`src/rtl/alarm_i2c_pkg.sv`:
```
// Shared types and constants for the alarm-to-I2C message queue.
package alarm_i2c_pkg;

    localparam logic [7:0] REG_SENSOR_BASE  = 8'h10;
    localparam logic [6:0] DEV_ADDR_DEFAULT = 7'h20;

    typedef struct packed {
        logic [7:0] regnum;
        logic [7:0] data;
    } msg_t;

    typedef enum logic [1:0] {
        IDLE,
        OFFER,
        WAIT
    } state_t;

endpackage

```
`src/rtl/sync_fifo.sv`:
```
// Synchronous FIFO with first-word-fall-through head and occupancy count.
module sync_fifo #(
    parameter int WIDTH = 16,
    parameter int DEPTH = 4
) (
    input  logic                       CLK,
    input  logic                       RST,
    input  logic                       push,
    input  logic                       pop,
    input  logic [WIDTH-1:0]           din,
    output logic [WIDTH-1:0]           dout,
    output logic                       full,
    output logic                       empty,
    output logic [$clog2(DEPTH):0]     count
);

    localparam int AW = $clog2(DEPTH);

    logic [WIDTH-1:0] mem [DEPTH];
    logic [AW-1:0]    wr_ptr;
    logic [AW-1:0]    rd_ptr;
    logic [AW:0]      cnt;
    logic             do_push;
    logic             do_pop;

    assign do_push = push & ~full;
    assign do_pop  = pop & ~empty;
    assign full    = (cnt == (AW+1)'(DEPTH));
    assign empty   = (cnt == '0);
    assign count   = cnt;
    assign dout    = mem[rd_ptr];

    // Pointer and occupancy bookkeeping.
    always_ff @(posedge CLK) begin
        if (!RST) begin
            wr_ptr <= '0;
            rd_ptr <= '0;
            cnt    <= '0;
        end else begin
            if (do_push) wr_ptr <= wr_ptr + 1'b1;
            if (do_pop)  rd_ptr <= rd_ptr + 1'b1;
            case ({do_push, do_pop})
                2'b10:   cnt <= cnt + 1'b1;
                2'b01:   cnt <= cnt - 1'b1;
                default: cnt <= cnt;
            endcase
        end
    end

    // Storage array; contents are don't-care until written.
    always_ff @(posedge CLK) begin
        if (do_push) mem[wr_ptr] <= din;
    end

endmodule

```
`src/rtl/alarm_i2c_msg_queue.sv`:
```
// Turns armed sensor rising edges into queued I2C register-write messages
// and dispatches them to the I2C master with NACK retry.
module alarm_i2c_msg_queue
    import alarm_i2c_pkg::*;
#(
    parameter int         N_SENSORS = 4,
    parameter int         DEPTH     = 4,
    parameter logic [6:0] DEV_ADDR  = DEV_ADDR_DEFAULT,
    parameter int         MAX_RETRY = 3
) (
    input  logic                 CLK,
    input  logic                 RST,
    input  logic [N_SENSORS-1:0] evt_in,
    input  logic                 armed,
    input  logic                 clr_status,
    output logic                 msg_valid,
    output logic [6:0]           msg_addr,
    output logic [7:0]           msg_reg,
    output logic [7:0]           msg_data,
    input  logic                 msg_ready,
    input  logic                 xfer_done,
    input  logic                 xfer_nack,
    output logic                 busy,
    output logic                 overflow,
    output logic                 nack_err,
    output logic [7:0]           drop_count
);

    localparam int IW = (N_SENSORS > 1) ? $clog2(N_SENSORS) : 1;
    localparam int RW = (MAX_RETRY > 0) ? $clog2(MAX_RETRY + 1) : 1;

    state_t                 state, state_next;
    logic [RW-1:0]          retry, retry_next;
    logic [N_SENSORS-1:0]   prev, pending, pending_next;
    logic [N_SENSORS-1:0]   rise, loss, push_mask;
    logic [IW-1:0]          push_idx;
    logic [7:0]             seq;
    logic [3:0]             n_lost;
    logic [8:0]             drop_sum;
    logic [7:0]             drop_base;
    logic                   push, pop, nack_set;
    logic                   fifo_full, fifo_empty;
    logic [$clog2(DEPTH):0] fifo_count;
    msg_t                   entry, head;

    sync_fifo #(
        .WIDTH ($bits(msg_t)),
        .DEPTH (DEPTH)
    ) u_fifo (
        .CLK   (CLK),
        .RST   (RST),
        .push  (push),
        .pop   (pop),
        .din   (entry),
        .dout  (head),
        .full  (fifo_full),
        .empty (fifo_empty),
        .count (fifo_count)
    );

    // Edge detect, lowest-index pending selection and loss accounting.
    always_comb begin
        rise     = evt_in & ~prev & {N_SENSORS{armed}};
        push_idx = '0;
        for (int unsigned i = N_SENSORS; i > 0; i--) begin
            if (pending[i-1]) push_idx = IW'(i - 1);
        end
        push      = (pending != '0) && !fifo_full;
        push_mask = push ? (N_SENSORS'(1) << push_idx) : '0;
        entry.regnum = REG_SENSOR_BASE + 8'(push_idx);
        entry.data   = seq;
        // A rise on a sensor whose pending bit is leaving this very cycle
        // re-arms it instead of being counted as lost.
        loss         = rise & pending & ~push_mask;
        pending_next = armed ? ((pending & ~push_mask) | rise) : '0;
        n_lost = '0;
        for (int unsigned i = 0; i < N_SENSORS; i++) begin
            n_lost = n_lost + 4'(loss[i]);
        end
    end

    // Sensor history, pending flags and sequence number.
    always_ff @(posedge CLK) begin
        if (!RST) begin
            prev    <= '0;
            pending <= '0;
            seq     <= '0;
        end else begin
            prev    <= evt_in;
            pending <= pending_next;
            if (push) seq <= seq + 8'd1;
        end
    end

    // Dispatch state register.
    always_ff @(posedge CLK) begin
        if (!RST) begin
            state <= IDLE;
            retry <= '0;
        end else begin
            state <= state_next;
            retry <= retry_next;
        end
    end

    // Dispatch next-state, handshake and pop decisions.
    always_comb begin
        state_next = state;
        retry_next = retry;
        pop        = 1'b0;
        nack_set   = 1'b0;
        msg_valid  = 1'b0;
        case (state)
            IDLE: begin
                if (!fifo_empty) state_next = OFFER;
            end
            OFFER: begin
                msg_valid = 1'b1;
                if (msg_ready) state_next = WAIT;
            end
            WAIT: begin
                if (xfer_nack) begin
                    if (retry < RW'(MAX_RETRY)) begin
                        retry_next = retry + 1'b1;
                        state_next = OFFER;
                    end else begin
                        pop        = 1'b1;
                        nack_set   = 1'b1;
                        retry_next = '0;
                        state_next = IDLE;
                    end
                end else if (xfer_done) begin
                    pop        = 1'b1;
                    retry_next = '0;
                    state_next = IDLE;
                end
            end
            default: state_next = IDLE;
        endcase
    end

    // Saturating loss counter input; clear applies first so a same-cycle loss survives.
    always_comb begin
        drop_base = clr_status ? 8'd0 : drop_count;
        drop_sum  = {1'b0, drop_base} + 9'(n_lost);
    end

    // Sticky status; a set event in the same cycle as clr_status wins.
    always_ff @(posedge CLK) begin
        if (!RST) begin
            overflow   <= 1'b0;
            nack_err   <= 1'b0;
            drop_count <= '0;
        end else begin
            overflow   <= (loss != '0) | (overflow & ~clr_status);
            nack_err   <= nack_set | (nack_err & ~clr_status);
            drop_count <= drop_sum[8] ? 8'hFF : drop_sum[7:0];
        end
    end

    assign msg_addr = msg_valid ? DEV_ADDR    : '0;
    assign msg_reg  = msg_valid ? head.regnum : '0;
    assign msg_data = msg_valid ? head.data   : '0;
    assign busy     = (fifo_count != '0) || (state != IDLE);

endmodule

```
`config.mk`:
```
export PLATFORM = sky130hd
export DESIGN_NAME = alarm_i2c_msg_queue
export DESIGN_NICKNAME = d
export VERILOG_FILES = /design/src/rtl/alarm_i2c_pkg.sv /design/src/rtl/sync_fifo.sv /design/src/rtl/alarm_i2c_msg_queue.sv
export SDC_FILE = /design/constraint.sdc
export NUM_CORES = 1
export LEC_CHECK = 0
export BUFFER_PORTS_ARGS = -buffer_cell sky130_fd_sc_hd__clkbuf_2
export CAP_MARGIN = 40
export CORE_MARGIN = 3
export CORE_UTILIZATION = 35
export DETAILED_ROUTE_END_ITERATION = 10
export SETUP_SLACK_MARGIN = 0.1
export SYNTH_ARGS = -nofsm -noshare
export SYNTH_HDL_FRONTEND = slang
export SYNTH_SLANG_ARGS = --single-unit
```
`constraint.sdc`:
```
create_clock -name CLK -period 3.92 [get_ports CLK]
set_input_delay 0.784 -clock CLK [delete_from_list [all_inputs] [get_ports CLK]]
set_output_delay 0.784 -clock CLK [all_outputs]
set_load 0.01 [all_outputs]
```
# Yosys cells after proc, flatten, opt, wreduce, memory -nomap -nowiden
# Memories as Yosys holds them, arrays and structs flattened. A register that Yosys moved wholly into a read port is not among the register bits.
# Index checks and enable logic that the tools add are counted.
# word_totals
ff_bits	37
ramBits	56
input_bits	11
output_inout_bits	35
elab_cells	94
mem_count	1
# mem_list
name	words	width	rd	rd_clocked_by_memory_dff	write_ports	line_no	source
u_fifo.mem	4	14	1	1	1	sync_fifo.sv:19	logic [WIDTH-1:0] mem [DEPTH];
# op_classes
addsub	11
n_lt_le_gt_ge	1
n_eq_ne	8
n_shift	1
muxes	30
n_bitwise	17
reduce_logical	14
# op_table
op	count
8-bit 2-to-1 mux	4
2-bit 2-to-1 mux	12
4-bit AND	5
1-bit 2-to-1 mux	10
8-bit by 4-bit adder with 9-bit output	1
8-bit by 1-bit adder with 8-bit output (second input constant)	1
4-bit inverter	2
4-bit nonzero test	2
2-bit by 1-bit adder with 2-bit output (second input constant)	3
5-bit by 2-bit adder with 6-bit output (first input constant)	1
6-bit 2-to-1 mux	1
2-bit one-hot mux with 3 select lines	1
3-bit one-hot mux with 2 select lines	1
2-bit nonzero test	3
3-bit by 1-bit adder with 4-bit output	1
1-bit AND	4
2-bit by 1-bit == test with 1-bit output (second input constant)	2
2-bit == test (second input constant)	2
4-bit 2-to-1 mux	1
2-bit inequality test (second input constant)	2
4-bit OR	1
2-bit AND reduction	2
1-bit by 2-bit << shifter with 4-bit output (first input constant)	1
2-bit by 1-bit adder with 3-bit output	1
15 further kinds	18

# Logic depth before layout (Yosys ltp)
# logic_depth
word_depth	13
depth_mapped	14
ltp_nobuf	13

# By module
# From an unflattened synthesis, not the netlist that was laid out.
# unflattened
cells_unflattened	330
area_unflattened_um2	4454.3
# by_module_without_submodules
mod	n_inst	cells_per_inst	area_each_um2
sync_fifo	1	138	2817.7
alarm_i2c_msg_queue	1	192	1636.6

# Worst setup path before layout
# OpenSTA, ideal clock, no wires.
# synth_timing
kind	input-to-reg
start	input port evt_in[0]
end	register drop_count[0]
setup_time_ps	76
arrival_ps	3047
setup_slack_ps	797
stages	10
n_path_buf	0
path_cell_list	nor2b_1 > and4_2 > fa_1 > inv_1 > fa_1 > inv_1 > fa_1 > nand2_1 > or3_1 > a21boi_0
# synth_between
elab_chain_len	9
# synth_rtl
element	line_no	source
start: declaration	alarm_i2c_msg_queue.sv:13	input logic [N_SENSORS-1:0] evt_in,
4-bit AND (2 in series)	alarm_i2c_msg_queue.sv:63	rise = evt_in & ~prev & {N_SENSORS{armed}};
4-bit AND (2 in series)	alarm_i2c_msg_queue.sv:74	loss = rise & pending & ~push_mask;
1-bit by 1-bit adder with 2-bit output	alarm_i2c_msg_queue.sv:78	n_lost = n_lost + 4'(loss[i]);
2-bit by 1-bit adder with 3-bit output	alarm_i2c_msg_queue.sv:78	
3-bit by 1-bit adder with 4-bit output	alarm_i2c_msg_queue.sv:78	
8-bit by 4-bit adder with 9-bit output	alarm_i2c_msg_queue.sv:145	drop_sum = {1'b0, drop_base} + 9'(n_lost);
8-bit 2-to-1 mux	alarm_i2c_msg_queue.sv:157	drop_count <= drop_sum[8] ? 8'hFF : drop_sum[7:0];
end signal: assignment	alarm_i2c_msg_queue.sv:157	
end: declaration	alarm_i2c_msg_queue.sv:26	output logic [7:0] drop_count
# Every way passes these cells.
# A chain may end at the register's enable or synchronous reset.

# Final worst setup path
# layout_timing
start	register u_fifo.cnt[0], in the netlist u_fifo.count[0]
end	register drop_count[0]
# layout_between
elab_chain_len	11
# layout_rtl
element	line_no	source
start: declaration	sync_fifo.sv:22	logic [AW:0] cnt;
start signal: assignment	sync_fifo.sv:43	2'b10: cnt <= cnt + 1'b1;
start signal: assignment	sync_fifo.sv:44	2'b01: cnt <= cnt - 1'b1;
start signal: assignment	sync_fifo.sv:45	default: cnt <= cnt;
3-bit == test (*)	sync_fifo.sv:28	assign full = (cnt == (AW+1)'(DEPTH));
1-bit zero test (*)	alarm_i2c_msg_queue.sv:68	push = (pending != '0) && !fifo_full;
1-bit logical AND (*)	alarm_i2c_msg_queue.sv:68	
4-bit 2-to-1 mux (*)	alarm_i2c_msg_queue.sv:69	push_mask = push ? (N_SENSORS'(1) << push_idx) : '0;
4-bit inverter (*)	alarm_i2c_msg_queue.sv:74	
4-bit AND (*)	alarm_i2c_msg_queue.sv:74	
1-bit by 1-bit adder with 2-bit output	alarm_i2c_msg_queue.sv:78	
2-bit by 1-bit adder with 3-bit output	alarm_i2c_msg_queue.sv:78	
3-bit by 1-bit adder with 4-bit output (*)	alarm_i2c_msg_queue.sv:78	
8-bit by 4-bit adder with 9-bit output (*)	alarm_i2c_msg_queue.sv:145	
8-bit 2-to-1 mux (*)	alarm_i2c_msg_queue.sv:157	
# Mark *: on every way between the ends. The rest lies on a longest branch, timed or not.

==> reports/qor.yml <==
final_hold_viol_count: 0
path_max_fanout: 6
wl_met2_mm: 2.92
slew_headroom_pct: 54.8
final_nets: 349
clock_power_share_pct: 33.7
top_layer: "met4"
fin_crit_sh_pct: 82.6
cellPowerDensity_nw_per_um2: 408
syn_avg_cell_area_um2: 12.3
grt_overflow: 0
synth_top_family_by_area: "simple AND/OR/NAND/NOR gates"
numCtsBuffers: 9
die_area_um2: 11500
yosys_warnings: 0
status: "complete, no violations"
combPwrFrac_pct: 9.8
hold_path.class: "register to register"
root_buffer: "clkbuf_8"
path_class: "register to register"
fp.dieH_um: 107
syn_area_um2: 3570
power_frac_seq_pct: 56.5
end_kind: "register"
core_um2: 9860
switching_power_uw: 428
holdBufCountCts: 0
m1WireLength_mm: 2.87
grt_max_degree: 24
globalplace.congestion: 0.781
ys_types: 51
arrival_ns: 3.51
via_per_inst: 4.66
cap_violations: 0
route.detailed.drc: 0
vias: 2156
r2r_setup_slack_ns: 0.68
rsz0062_at_grt: "no"
antennaDiodeCount: 0
layout.cells.non_filler: 463
place_hpwl_mm: 4.26
fin_skew_ns: 0.00820
wl_met3_um: 237
grt_usage_pct: 11.9
dieWidth_um: 107
grt_first_pass_wirelength_mm: 10.5
port-buffer-count: 34
htree_num_levels: 3
worst_pin_slew_ns: 0.677
clk_latency_ns: 0.35
synthAdderAreaFrac_pct: 5.39
clkSinkCount: 79
fin_tns_setup_ns: 0
cts_tree: "yes"
synthSimpleGateAreaFrac_pct: 17.0
drtPass1Iterations: 4
synth_xor_xnor_area_share_pct: 3.19
ir_worst_vdd_mv: 0.146
yosysSeqAreaShare_pct: 55.4
required_ns: 4.19
ant_nets: 0
clk_pin_slew_ns: 0.09
cts_resized: 0
cts_buffer_depth: 2
leakage_nw: 1.46
grt_pass1_vias: 2117
synthFlopType: "edfxtp_1"
fin_hold_ws_ns: 0.490
drv_slew: 0
grt_antenna_before_repair: 0
start_util_pct: 36.2
synth-compound-area-share_pct: 5.60
fmax_mhz: 309
netlist_instances: 290
async_flop_share_pct: 0
rows: 36
ys_seq_elements: 79
synth_edf_count: 40
areaGrowthSynthToFinish_pct: 11.9
fill_cells: 958
p_sw_share_pct: 26.2
postCtsSetupRepairBufs: 0
intPower_mw: 1.20
dp_cells: 447
synth.area.mux_share_pct: 7.46
first_iter_violations: 79
pin_count: 46
wl_per_cell_um: 13.3
totalWireLength_mm: 6.14
critPathLaunchType: "register"
final.min_clock_period_ns: 3.24
layout-drive-gt1-share_pct: 22.1
setup_violations: 0
worst paths after layout:
kind                    to        startpoint  depth (start not counted)
max          drop_count[0]   u_fifo.count[0]                         12
max reg2reg  drop_count[0]   u_fifo.count[0]                         12
min               register  u_fifo.rd_ptr[1]                          2
min reg2reg       register  u_fifo.rd_ptr[1]                          2
cell usage after synthesis, drive strengths merged (2+ instances only):
cell type | n | share of area, %
edfxtp | 40 | 34
dfxtp | 39 | 22
nor2b | 19 | 3.3
inv | 18 | 2.0
buf | 15 | 3.2
nor2 | 15 | 2.0
and2 | 13 | 2.4
a21oi | 11 | 1.5
nand2 | 11 | 1.2
mux4 | 10 | 6.3
ha | 9 | 3.2
nand2b | 9 | 1.6
xnor2 | 8 | 2.0
nor3 | 7 | 0.98
a21boi | 6 | 1.3
clkbuf | 6 | 0.63
o21ai | 5 | 0.70
xor2 | 5 | 1.2
fa | 4 | 2.2
nand3 | 4 | 0.56
mux2i | 3 | 0.84
nand3b | 3 | 0.63
nor3b | 3 | 0.77
nor4 | 3 | 0.94
or2 | 3 | 0.53
or3 | 3 | 0.56
nand4 | 2 | 0.35
nor4b | 2 | 0.49
cells by family (layout without fill, tap and decap cells):
kind of cell             Yosys count  after routing
other                              1             11
buffers and inverters             39             69
XOR/XNOR                          13             13
AO/OA/AOI/OAI                     31             31
multiplexers                      14             14
AND/OR/NAND/NOR                  100            100
flip-flops                        79             79
adder cells (fa/ha/maj)           13             13
routing by layer:
metal	vias to the layer above	global-route usage (%)
li1	1072	-
met1	1030	15.6
met2	45	18.5
met3	9	3.07
met4	0	5.48
met5	-	0
through the flow:
| stage | cell area [µm²] | setup slack, ns | total power [mW] | utilization [%] |
|---|---|---|---|---|
| 3_5_place_dp | 3820 | 0.495 | 1.10 | 38.7 |
| 5_1_grt | 4000 | 0.372 | 1.72 | 40.5 |
| 4_1_cts | 4000 | 0.645 | 1.66 | 40.5 |
| 3_3_place_gp | 3820 | 0.575 | 1.10 | 38.7 |
| 6_report | 4000 | 0.684 | 1.63 | 40.5 |
| 2_1_floorplan | 3610 | 0.797 | 1.06 | - |
final cells by class:
cell class / count / area, µm² / share of cell area, %
timing repair buffer: 35 / 178 / 4.44
tap: 133 / 166 / 4.16
inverter: 18 / 70.1 / 1.75
sequential: 79 / 1980 / 49.6
clock buffer: 9 / 124 / 3.10
clock inverter: 7 / 55.1 / 1.38
multi-input combinational: 182 / 1420 / 35.6
flip-flops by register name, indices dropped and copies added (netlist names), named ones only:
signal	count
drop_count	8
nack_err	1
overflow	1
pending	4
prev	4
retry	2
seq	8
state	2
u_fifo.count	3
u_fifo.mem	40
u_fifo.rd_ptr	2
u_fifo.wr_ptr	2
power by group through the flow:
stage | registers (mW) | clock network (mW) | logic (mW)
2_1_floorplan | 0.935 | 0 | 0.128
6_report | 0.922 | 0.549 | 0.159
5_1_grt | 0.927 | 0.607 | 0.182
4_1_cts | 0.923 | 0.574 | 0.163
3_3_place_gp | 0.940 | 0 | 0.160
3_5_place_dp | 0.942 | 0 | 0.163
layout by cell type (no fill, tap or decap), types with 10 or more instances in the layout:
cell type   n
edfxtp_1   40
nand2_1    11
nor2_1     14
dfxtp_1    39
mux4_2     10
a21oi_1    11
inv_1      17
clkbuf_2   34
conb_1     11
nor2b_1    19
critical path: stages, from the launching register on:
cell      delay, ns
dfxtp_1        0.44
nor3b_2        0.12
o41ai_1        0.36
or2_1          0.18
inv_1          0.05
fa_1           0.47
inv_1          0.05
fa_1           0.43
inv_1          0.08
fa_1           0.23
nand2_1        0.12
or3_1          0.41
a21boi_0       0.21
Note: power is estimated with default switching activity, not from simulation.
